**src/rtl/accel_pkg.sv**
```systemverilog
// Shared definitions for the accelerator subsystem (logarithm and exponential).
// Contents:
//   - fixed-point widths of the input operand and of the internal fraction
//   - FSM state encodings used by the iterative accelerators
//   - ln_lut(): the ln(1+2^-i) constant table, i = 0..17, at FW fraction bits
package accel_pkg;

   localparam int IN_INT    = 2;                   // integer bits of the input
   localparam int IN_FRAC   = 16;                  // fraction bits of input/output
   localparam int LUT_GUARD = 6;                   // guard bits the table is built for
   localparam int FW        = IN_FRAC + LUT_GUARD; // internal fraction width (22)
   localparam int LUT_LEN   = 18;                  // number of table entries

   localparam logic [1:0] IDLE = 2'd0;
   localparam logic [1:0] ITER = 2'd1;
   localparam logic [1:0] DONE = 2'd2;

   // ln(1+2^-i) * 2^FW, rounded to nearest. Entries past the end read as 0,
   // so running more iterations than the table covers is harmless.
   function automatic logic [FW-1:0] ln_lut(input int unsigned i);
      logic [FW-1:0] v;
      case (i)
         0:       v = 22'd2907270;
         1:       v = 22'd1700644;
         2:       v = 22'd935932;
         3:       v = 22'd494018;
         4:       v = 22'd254278;
         5:       v = 22'd129066;
         6:       v = 22'd65029;
         7:       v = 22'd32641;
         8:       v = 22'd16352;
         9:       v = 22'd8184;
         10:      v = 22'd4094;
         11:      v = 22'd2048;
         12:      v = 22'd1024;
         13:      v = 22'd512;
         14:      v = 22'd256;
         15:      v = 22'd128;
         16:      v = 22'd64;
         17:      v = 22'd32;
         default: v = '0;
      endcase
      return v;
   endfunction

endpackage

```
**src/rtl/ln_rom.sv**
```systemverilog
// Combinational ROM returning ln(1+2^-idx) as an unsigned 0.OUT_FW fraction.
// Ports:
//   idx  in   iteration index
//   lut  out  table entry, rescaled from the package width FW to OUT_FW
module ln_rom
   import accel_pkg::*;
#(
   parameter int IW     = 5,
   parameter int OUT_FW = FW
) (
   input  logic [IW-1:0]     idx,
   output logic [OUT_FW-1:0] lut
);

   logic [FW-1:0] raw;

   assign raw = ln_lut(32'(idx));

   generate
      if (OUT_FW == FW) begin : g_same
         assign lut = raw;
      end else if (OUT_FW > FW) begin : g_wider
         assign lut = {raw, {(OUT_FW-FW){1'b0}}};
      end else begin : g_narrower
         // Round to nearest when dropping guard bits; entries are all < 0.7,
         // so the rounding add cannot carry out of FW bits.
         localparam int SH = FW - OUT_FW;
         localparam logic [FW-1:0] HALF = FW'(1) << (SH - 1);
         assign lut = OUT_FW'((raw + HALF) >> SH);
      end
   endgenerate

endmodule

```
**src/rtl/log_accelerator.sv**
```systemverilog
// Iterative shift-and-add natural logarithm: x = ln(y) for y in unsigned 2.16,
// result as an unsigned 0.16 fraction.
// Ports:
//   clk       in   system clock, rising edge
//   rst       in   asynchronous reset, active-low
//   start     in   request pulse, sampled only while idle
//   intpart   in   integer part of y (2 bits)
//   fracpart  in   fractional part of y (16 bits)
//   busy      out  high from the accepted start until done deasserts
//   done      out  one-cycle completion pulse; x/invalid valid from then on
//   x         out  ln(y) in 0.16, held until the next accepted start
//   invalid   out  y < 1 or y >= e; qualified by done, held with x
//   fsm_state out  current FSM state (IDLE/ITER/DONE encodings from accel_pkg)
// Handshake: start is accepted on a rising edge only when fsm_state == IDLE;
// there is no back-pressure. done pulses for exactly one cycle and the result
// stays on x/invalid until the next accepted start.
module log_accelerator
   import accel_pkg::*;
#(
   parameter int ITERS = LUT_LEN,
   parameter int GUARD = LUT_GUARD
) (
   input  logic               clk,
   input  logic               rst,
   input  logic               start,
   input  logic [IN_INT-1:0]  intpart,
   input  logic [IN_FRAC-1:0] fracpart,
   output logic               busy,
   output logic               done,
   output logic [IN_FRAC-1:0] x,
   output logic               invalid,
   output logic [1:0]         fsm_state
);

   localparam int FRAC_W = IN_FRAC + GUARD;
   localparam int YW     = 1 + IN_INT + FRAC_W;   // 3.FRAC_W
   localparam int IW     = $clog2(ITERS + 1);
   localparam logic [YW-1:0]     P_ONE = YW'(1) << FRAC_W;
   localparam logic [FRAC_W:0]   HALF  = (FRAC_W+1)'(1) << (GUARD - 1);

   logic [1:0]        state;
   logic [YW-1:0]     y_reg;   // target, 3.FRAC_W
   logic [YW-1:0]     p_reg;   // running product of (1+2^-i) factors, 3.FRAC_W
   logic [FRAC_W:0]   a_reg;   // accumulated log, 1.FRAC_W (int bit flags >= 1.0)
   logic [IW-1:0]     iter;
   logic [FRAC_W-1:0] lut;
   logic [YW:0]       t_sum;
   logic              take;
   logic [IN_FRAC:0]  x_rnd;

   ln_rom #(.IW(IW), .OUT_FW(FRAC_W)) u_rom (
      .idx (iter),
      .lut (lut)
   );

   // Candidate product; one extra bit so the compare sees any carry.
   assign t_sum = {1'b0, p_reg} + {1'b0, (p_reg >> iter)};
   assign take  = (t_sum <= {1'b0, y_reg});

   // Round-half-up of A to 16 fraction bits; bit IN_FRAC is the carry used
   // for saturation.
   assign x_rnd = (IN_FRAC+1)'(({1'b0, a_reg[FRAC_W-1:0]} + HALF) >> GUARD);

   assign fsm_state = state;

   always_ff @(posedge clk or negedge rst) begin
      if (!rst) begin
         state   <= IDLE;
         y_reg   <= '0;
         p_reg   <= '0;
         a_reg   <= '0;
         iter    <= '0;
         busy    <= 1'b0;
         done    <= 1'b0;
         x       <= '0;
         invalid <= 1'b0;
      end else begin
         case (state)
            IDLE: begin
               // Also the cycle after a result: done drops here and a new
               // request may be taken on the same edge.
               done <= 1'b0;
               busy <= start;
               if (start) begin
                  y_reg <= {1'b0, intpart, fracpart, {GUARD{1'b0}}};
                  p_reg <= P_ONE;
                  a_reg <= '0;
                  iter  <= '0;
                  state <= ITER;
               end
            end
            ITER: begin
               if (take) begin
                  p_reg <= t_sum[YW-1:0];
                  a_reg <= a_reg + {1'b0, lut};
               end
               iter <= iter + 1'b1;
               if (iter == IW'(ITERS - 1)) begin
                  state <= DONE;
               end
            end
            DONE: begin
               if (y_reg[YW-2 -: IN_INT] == '0) begin
                  x       <= '0;
                  invalid <= 1'b1;
               end else if (a_reg[FRAC_W]) begin
                  x       <= '1;
                  invalid <= 1'b1;
               end else begin
                  x       <= x_rnd[IN_FRAC] ? '1 : x_rnd[IN_FRAC-1:0];
                  invalid <= 1'b0;
               end
               done  <= 1'b1;
               state <= IDLE;
            end
            default: begin
               state <= IDLE;
            end
         endcase
      end
   end

endmodule

```
**config.mk**
```make
export PLATFORM = sky130hd
export DESIGN_NAME = log_accelerator
export DESIGN_NICKNAME = d
export VERILOG_FILES = /design/src/rtl/accel_pkg.sv /design/src/rtl/ln_rom.sv /design/src/rtl/log_accelerator.sv
export SDC_FILE = /design/constraint.sdc
export NUM_CORES = 1
export LEC_CHECK = 0
export ABC_AREA = 1
export CORE_MARGIN = 2
export CORE_UTILIZATION = 40
export CTS_CLUSTER_DIAMETER = 120
export DETAILED_ROUTE_END_ITERATION = 6
export REMOVE_ABC_BUFFERS = 1
export SYNTH_ARGS = -nofsm -noshare
export SYNTH_HDL_FRONTEND = slang
export SYNTH_HIERARCHICAL = 1
export SYNTH_SLANG_ARGS = --single-unit
```
**constraint.sdc**
```tcl
create_clock -name clk -period 6.05 [get_ports clk]
set_input_delay 1.815 -clock clk [delete_from_list [all_inputs] [get_ports clk]]
set_output_delay 1.815 -clock clk [all_outputs]
set_load 0.01 [all_outputs]
```
==> results_dict.tcl, run 1 <==
set metrics [dict create \
    placed_area_um2 9620 \
    route.detailed.drc 5 \
    coreArea_um2 22000 \
    synthFlopType "dfrtp_1" \
    period_minus_slack_ns 5.63 \
    tritoncts "done" \
    diodes 0 \
    dp_hpwl_um 21900 \
    syn-cell-area_um2 8990 \
    grt_pass1_vias 8530 \
    hold_slack_ns 0.479 \
    ios 42 \
    yosysUniqueCellTypes 47 \
    max_stage_delay_ns 0.43 \
    ys_seq_area_share_pct 25.6 \
    yosysWarnings 6 \
    cts_root_buf "clkbuf_16" \
    worst_setup_path_end_kind "flop" \
    drtAntennaViolNets 0 \
    die_area_um2 23700 \
    clockBufferDepth 2 \
    clk_pin_slew_ns 0.08 \
    h-tree-depth 3 \
    post_layout_nonfiller_instances 1715 \
    max_freq_mhz 178 \
    io_buffers 41 \
    hold_violations 0 \
    grt_overflow 0 \
    largest_reg_flops 25 \
    route.detailed.wl_per_inst_um 16.7 \
    cp_max_fo 33 \
    areaGrowthSynthToFinish_pct 10.4 \
    grt_pass1_wl_um 46100 \
    dp.cells 1699 \
    synth_seq_cells 92 \
    synth_cells 1415 \
    drt_wl_total_um 28600 \
    final_common_cell "nand2_1" \
    worstSetupPathType "reg2reg" \
    grt_use_total_pct 24.3 \
    violations "DRC" \
    drv_slew 0 \
    final_area_um2 9920 \
    cts_made_buffers 9 \
    start_kind "flop" \
    synth_edf_count 0 \
    start_util_pct 41.0 \
    rsz0062_at_grt "false" \
    avgSynthCellArea_um2 6.36 \
    dieHeight_um 154 \
    hold_path.class "reg2reg" \
    cts_resized 0 \
    tightest_slew_ns 0.963 \
    via_count 9326 \
    mostFrequentLayoutCells "428 x nand2_1, 143 x nor2_1, 136 x inv_1" \
    cts_hold_buf 0 \
    fin_nets 1528 \
    drv_cap 0 \
    grt_max_degree 57 \
    timing.slew.headroom_pct 35.8 \
    drive_gt1_share_pct 3.48 \
    clkLatencyLatePin_ns 0.36 \
    synthArstFlopShare_pct 100 \
    postCtsSetupBuffers 0 \
    num_rows 54 \
    status "finished, violations left" \
    period_share_pct 93.0 \
    drtIter0Drc 1084 \
    finalWeightedCongestion 0.990 \
    drt_pass1_iterations 7 \
    cts_sinks 92 \
    dieWidth_um 154 \
    arrival_ns 5.88 \
    finClkSkew_ns 0.0110 \
    required_ns 6.31 \
    crit_path_top_delay_cell "nor4_1" \
    cpMostUsedCell "nand2_1" \
    routed_via_density 5.44 \
    antenna_found_initial 0 \
    setup_viol 0 \
]
critical path: cells and delay by family, from the launching register on:
family	cells	cell delay (ns)
buffers and inverters	4	0.72
adders and majority gates	2	0.69
AOI/OAI and AO/OA	3	0.73
DFF	1	0.40
and+or+nand+nor	23	2.92
layout make-up:
| type | instances | area (um^2) |
|---|---|---|
| inverters | 140 | 533 |
| clock inverters | 7 | 65.1 |
| flip-flops and latches | 92 | 2300 |
| multi-input cells | 1129 | 5910 |
| fillers | 2312 | 12000 |
| repair buffers | 58 | 539 |
| well taps | 280 | 350 |
| clock buffers | 9 | 225 |
stage by stage:
step / setup slack [ns] / utilization [%] / setup TNS (ns)
after global routing: 0.0118 / 45.2 / 0
after global placement: 0.267 / 43.8 / 0
after detailed placement: 0.415 / 43.8 / 0
after floorplan: -0.136 / - / -3.52
final: 0.423 / 45.2 / 0
after CTS: 0.376 / 45.1 / 0
cells in the mapped netlist, types with 2 or more instances:
| master | number | area share, % |
|---|---|---|
| nor3_1 | 15 | 0.83 |
| o21bai_1 | 5 | 0.42 |
| a21o_1 | 3 | 0.25 |
| o22ai_1 | 5 | 0.35 |
| o21a_1 | 2 | 0.17 |
| buf_4 | 2 | 0.17 |
| nand4_1 | 40 | 2.8 |
| nor4_1 | 3 | 0.21 |
| xnor2_1 | 11 | 1.1 |
| nor2_2 | 2 | 0.14 |
| a21oi_1 | 97 | 5.4 |
| a21boi_0 | 4 | 0.33 |
| mux2i_1 | 4 | 0.45 |
| o211ai_1 | 2 | 0.17 |
| clkbuf_1 | 31 | 1.3 |
| ha_1 | 75 | 10 |
| o21ai_0 | 99 | 5.5 |
| buf_2 | 6 | 0.33 |
| a211oi_1 | 4 | 0.33 |
| o2111ai_1 | 4 | 0.39 |
| inv_2 | 2 | 0.084 |
| nand2_1 | 429 | 18 |
| xor2_1 | 28 | 2.7 |
| fa_1 | 2 | 0.45 |
| nand3_1 | 125 | 7.0 |
| a31oi_1 | 8 | 0.56 |
| and2_1 | 4 | 0.28 |
| buf_1 | 8 | 0.33 |
| buf_6 | 7 | 0.88 |
| nor2_1 | 144 | 6.0 |
| dfrtp_1 | 92 | 26 |
| inv_1 | 137 | 5.7 |
kinds of logic after synthesis:
logic type	after synthesis	synth area share, %
AOI/OAI and AO/OA	235	14.0
xor gates and xnor gates	39	3.80
adders and majority gates	77	10.9
buffers and inverters	194	8.85
DFF	92	25.6
muxes	5	0.570
and+or+nand+nor	773	36.3
layer usage:
layer  track usage (%)  routed length, um
met2              35.2              11600
met4              5.56                382
met3              4.51               2420
met5                 0                  0
met1              37.1              14200
path summary, 6_finish.rpt:
kind | startpoint | end | slack, ns | cells past startpoint
max | iter[0] | a_reg[20] | 0.42 | 32
min | done | done | 0.48 | 2
max reg2reg | iter[0] | a_reg[20] | 0.42 | 32
min reg2reg | done | done | 0.48 | 2
max in group asynchronous | rst | x[3] | 3.49 | 2
min in group asynchronous | rst | y_reg[17] | 1.51 | 1
Power of run 1 is left out: the tool's default activity adds up to more than one toggle a clock period on the data nets, which glitch-free logic cannot reach.
==> run 2: changes to the inputs <==
--- a/config.mk
+++ b/config.mk
@@ -6,10 +6,14 @@
 export NUM_CORES = 1
 export LEC_CHECK = 0
 export ABC_AREA = 1
+export CELL_PAD_IN_SITES_DETAIL_PLACEMENT = 1
+export CELL_PAD_IN_SITES_GLOBAL_PLACEMENT = 1
 export CORE_MARGIN = 2
 export CORE_UTILIZATION = 40
 export CTS_CLUSTER_DIAMETER = 120
 export DETAILED_ROUTE_END_ITERATION = 6
+export DONT_BUFFER_PORTS = 1
+export PLACE_DENSITY_LB_ADDON = 0.1
 export REMOVE_ABC_BUFFERS = 1
 export SYNTH_ARGS = -nofsm -noshare
 export SYNTH_HDL_FRONTEND = slang
==> run 2 against run 1 <==
Against the previous run: clock skew decreased by 0.00058 ns; clock-buffer cell count is the same; critical path type unchanged; maximum frequency up 0.56%; cell area is 3.5% lower; flip-flop and latch count stayed put; die area did not move; the run now ends clean; core utilization down 1.6 points; sequential share of layout area rose by 0.84 points; first-iteration DRC count is 37% lower; cell count fell by 2.2%; worst setup slack better by 0.031 ns.
==> results_dict.tcl, run 2 (synthesis results as in run 1) <==
set metrics [dict create \
    mostFrequentLayoutCells "428 x nand2_1, 142 x nor2_1, 136 x inv_1" \
    required_ns 6.30 \
    period_minus_slack_ns 5.60 \
    dp_hpwl_um 25000 \
    regToRegSetupSlack_ns 0.45 \
    start_util_pct 41.0 \
    grt_pass1_wl_um 51900 \
    h-tree-depth 3 \
    tritoncts "done" \
    seqCellArea_um2 2300 \
    cp_max_fo 16 \
    cts_made_buffers 9 \
    timing.slew.headroom_pct 36.2 \
    areaGrowthSynthToFinish_pct 6.53 \
    coreArea_um2 22000 \
    worst_r2r_path_depth 33 \
    drtIter0Drc 685 \
    finClkSkew_ns 0.0104 \
    drt_wl_total_um 32300 \
    setup_tns_ns 0 \
    grt_max_degree 93 \
    clk_pin_slew_ns 0.08 \
    drive_gt1_share_pct 3.86 \
    status "completed" \
    hold-path-cell-count 2 \
    diodes 0 \
    rsz0062_at_grt "false" \
    ios 42 \
    crit_path_top_delay_cell "dfrtp_1" \
    timing.rr.end "p_reg[5]" \
    drtAntennaViolNets 0 \
    start_kind "flop" \
    num_rows 54 \
    multi_input_area_um2 5910 \
    io_buffers 0 \
    worst_setup_path_end_kind "flop" \
    die_area_um2 23700 \
    dp.cells 1659 \
    cts_root_buf "clkbuf_16" \
    routed_via_density 5.60 \
    fillerInstances 2962 \
    clockBufferDepth 2 \
    antenna_found_initial 0 \
    hp-start "a_reg[22]" \
    largest_reg_flops 25 \
    min_to "a_reg[22]" \
    tightest_slew_ns 0.957 \
    via_count 9397 \
    setup_viol 0 \
    max_stage_delay_ns 0.49 \
    dieWidth_um 154 \
    route.detailed.wl_per_inst_um 19.2 \
    finalWeightedCongestion 0.918 \
    drv_cap 0 \
    cts_sinks 92 \
    route.detailed.drc 0 \
    final_common_cell "nand2_1" \
    grt_use_total_pct 27.6 \
    cts_hold_buf 0 \
    max_freq_mhz 179 \
    drt_pass1_iterations 5 \
    post_layout_nonfiller_instances 1678 \
    drv_slew 0 \
    dieHeight_um 154 \
    period_share_pct 92.5 \
    clkLatencyLatePin_ns 0.37 \
    grt_pass1_vias 9197 \
    grt_overflow 0 \
    hold_path.class "reg2reg" \
    cpMostUsedCell "nand2_1" \
    worstSetupPathType "reg2reg" \
    reg2reg_from "iter[2]" \
    hold_violations 0 \
    fin_nets 1491 \
    arrival_ns 5.85 \
]
==> run 2: metal layers <==
layer,routed length (um),track usage [%]
met1,16500,41.9
met4,244,3.78
met3,2050,4.74
met5,0,0
met2,13500,41.8
==> run 2: repair_timing <==
action,CTS,global route
setup endpoints to repair,0,48
buffers inserted,0,3
gates resized for setup,0,7
==> run 2: area by class of cell <==
class                   instances  share of cell area [%]
multi-input cells            1129                    61.7
flip-flops and latches         92                    24.0
inverters                     140                    5.56
well taps                     280                    3.66
clock buffers                   9                    2.35
repair buffers                 21                    1.89
clock inverters                 7                   0.836
==> run 2: through the flow <==
stage / hold slack (ns) / util [%] / worst slack [ns] / cell area [um^2]
after global routing: 0.541 / 43.6 / 0.00828 / 9580
after CTS: 0.520 / 43.4 / 0.247 / 9540
after floorplan: 0.473 / - / -0.136 / 8720
final: 0.515 / 43.6 / 0.454 / 9580
after detailed placement: 0.498 / 42.0 / 0.314 / 9230
after global placement: 0.486 / 42.0 / 0.384 / 9230
==> run 2: how the worst max path moves through the flow <==
stage               startpoint   endpoint  slack, ns  cells after the start
finish                 iter[2]   p_reg[5]       0.45                     33
CTS                    iter[0]  a_reg[12]       0.25                     34
detailed placement     iter[0]   a_reg[3]       0.31                     34
floorplan              iter[1]  a_reg[11]      -0.14                     29
global route           iter[0]   p_reg[2]      0.008                     35
global placement       iter[0]   p_reg[8]       0.38                     34
==> run 2: critical path, delay by kind of cell, from the launching register on <==
kind,cells,cell delay (ns)
flip-flops,1,0.49
adder cells (fa/ha/maj),2,0.66
AND/OR/NAND/NOR,20,2.46
AO/OA/AOI/OAI,4,0.93
buffers and inverters,7,0.90
Power of run 2 is left out for the same reason.
==> run 3: changes to the inputs <==
==> constraint.sdc (replaced) <==
create_clock -name clk -period 4.8 [get_ports clk]
set_input_delay 1.44 -clock clk [delete_from_list [all_inputs] [get_ports clk]]
set_output_delay 1.44 -clock clk [all_outputs]
set_load 0.01 [all_outputs]
==> run 3 against run 2 <==
Against the previous run: the run now ends with setup timing left; global-route usage is 3.4 points higher; core utilization grew 13 points; wire length is 27% higher; first-iteration DRC count up 31%; flip-flop and latch count stayed put; maximum frequency is 7.3% higher; cell count up 11%; via count increased by 16%; die area unchanged; cell area rose by 30%; clock-buffer cell count unchanged; critical path depth grew 6; critical endpoint is now p_reg[8].
==> results_dict.tcl, run 3 (synthesis results as in run 1) <==
set metrics [dict create \
    cts_sinks 92 \
    tightest_slew_ns 0.958 \
    timing.slew.headroom_pct 36.1 \
    areaGrowthSynthToFinish_pct 38.4 \
    grt_pass1_wl_um 57900 \
    worstSetupPathType "reg2reg" \
    drtIter0Drc 899 \
    finalWeightedCongestion 0.923 \
    worst_setup_path_end_kind "flop" \
    violations "setup timing" \
    mostFrequentLayoutCells "334 x nand2_1, 173 x buf_4, 123 x nor2_1" \
    cp_max_fo 23 \
    ios 42 \
    num_rows 54 \
    placed_area_um2 10300 \
    drt_pass1_iterations 7 \
    clkLatencyLatePin_ns 0.38 \
    hold_slack_ns 0.516 \
    rsz0062_at_grt "true" \
    hold_violations 0 \
    cts_made_buffers 9 \
    final_area_um2 12400 \
    clockBufferDepth 2 \
    crit_path_top_delay_cell "dfrtp_1" \
    cts_root_buf "clkbuf_16" \
    worst_r2r_path_depth 39 \
    fillerInstances 2833 \
    routed_via_density 5.85 \
    dp.cells 1796 \
    route.detailed.drc 0 \
    dieWidth_um 154 \
    largest_reg_flops 25 \
    grt_max_degree 93 \
    coreArea_um2 22000 \
    route.detailed.wl_per_inst_um 22.1 \
    post_layout_nonfiller_instances 1856 \
    final_common_cell "nand2_1" \
    cpMostUsedCell "nand2_1" \
    grt_use_total_pct 31.0 \
    hold-path-cell-count 2 \
    drive_gt1_share_pct 31.4 \
    grt_pass1_vias 10500 \
    period_share_pct 109 \
    cts_hold_buf 0 \
    fin_nets 1668 \
    status "finished, violations left" \
    drt_wl_total_um 41000 \
    grt_overflow 0 \
    setup_tns_ns -13.86 \
    drv_slew 0 \
    via_count 10900 \
    max_freq_mhz 192 \
    finClkSkew_ns 0.0161 \
    dieHeight_um 154 \
    start_util_pct 41.0 \
    die_area_um2 23700 \
    antenna_found_initial 1 \
    drtAntennaViolNets 0 \
    clk_pin_slew_ns 0.09 \
    dp_hpwl_um 27300 \
    arrival_ns 5.47 \
    period_minus_slack_ns 5.22 \
    setup_viol 48 \
    fin_ws_ns -0.415 \
    hold_path.class "reg2reg" \
    h-tree-depth 3 \
    start_kind "flop" \
    io_buffers 0 \
    drv_cap 0 \
    required_ns 5.05 \
    max_stage_delay_ns 0.41 \
    tritoncts "done" \
]
-- run 3: cell count changes in the layout (fill, tap and decap cells not counted), moves of 21 or more --
cell,delta
a21oi_1,-22
buf_4,+155
ha_1,-21
nand2_1,-94
nand2_2,+66
nand2_4,+27
nand3_1,-25
nand3_2,+22
o21ai_0,-42
o21ai_2,+26
-- run 3: repair_timing --
item	4_1_cts	5_1_grt
gates resized for setup	131	263
endpoints found under the setup margin	48	48
setup buffers	14	30
pin swaps	34	100
gates cloned	5	0
-- run 3: stage by stage --
| step | utilization, % | worst slack, ns |
|---|---|---|
| after global placement | 47.1 | -0.438 |
| after detailed placement | 47.1 | -0.486 |
| after CTS | 51.4 | 0.00238 |
| after global routing | 56.7 | -0.529 |
| final | 56.7 | -0.415 |
| after floorplan | - | -1.39 |
-- run 3: cell type report --
type | instances | area [um^2] | share of cell area, %
Multi-Input combinational cell | 1129 | 7270 | 58.4
Sequential cell | 92 | 2300 | 18.5
Timing Repair Buffer | 198 | 1690 | 13.6
Inverter | 140 | 526 | 4.22
Tap cell | 280 | 350 | 2.81
Clock buffer | 9 | 225 | 1.81
Clock inverter | 7 | 80.1 | 0.643
Antenna cell | 1 | 2.50 | 0.0201
-- run 3: worst max-delay path, delay by kind of cell, from the launching register on --
kind                       cells  cell delay [ns]
AOI/OAI and AO/OA              4             0.30
xor gates and xnor gates       1             0.15
adders and majority gates      3             0.89
buffers and inverters          8             0.94
DFF                            1             0.41
muxes                          1             0.22
and+or+nand+nor               22             2.13
-- run 3: worst paths after layout --
| check | slack (ns) | start | endpoint |
|---|---|---|---|
| worst max-delay path | -0.42 | iter[0] | p_reg[8] |
| worst min-delay path | 0.52 | a_reg[0] | a_reg[0] |
| worst max register to register | -0.42 | iter[0] | p_reg[8] |
| worst min register to register | 0.52 | a_reg[0] | a_reg[0] |
| max in group asynchronous | 3.88 | rst | y_reg[11] |
| min in group asynchronous | 0.75 | rst | y_reg[9] |
-- run 3: routing by layer --
layer  share of wire [%]  global-route usage (%)
met1                  45                    45.3
met2                  45                    47.1
met3                 7.2                    5.33
met4                 3.2                    8.68
met5                   0                       0
Power of run 3 is left out for the same reason.
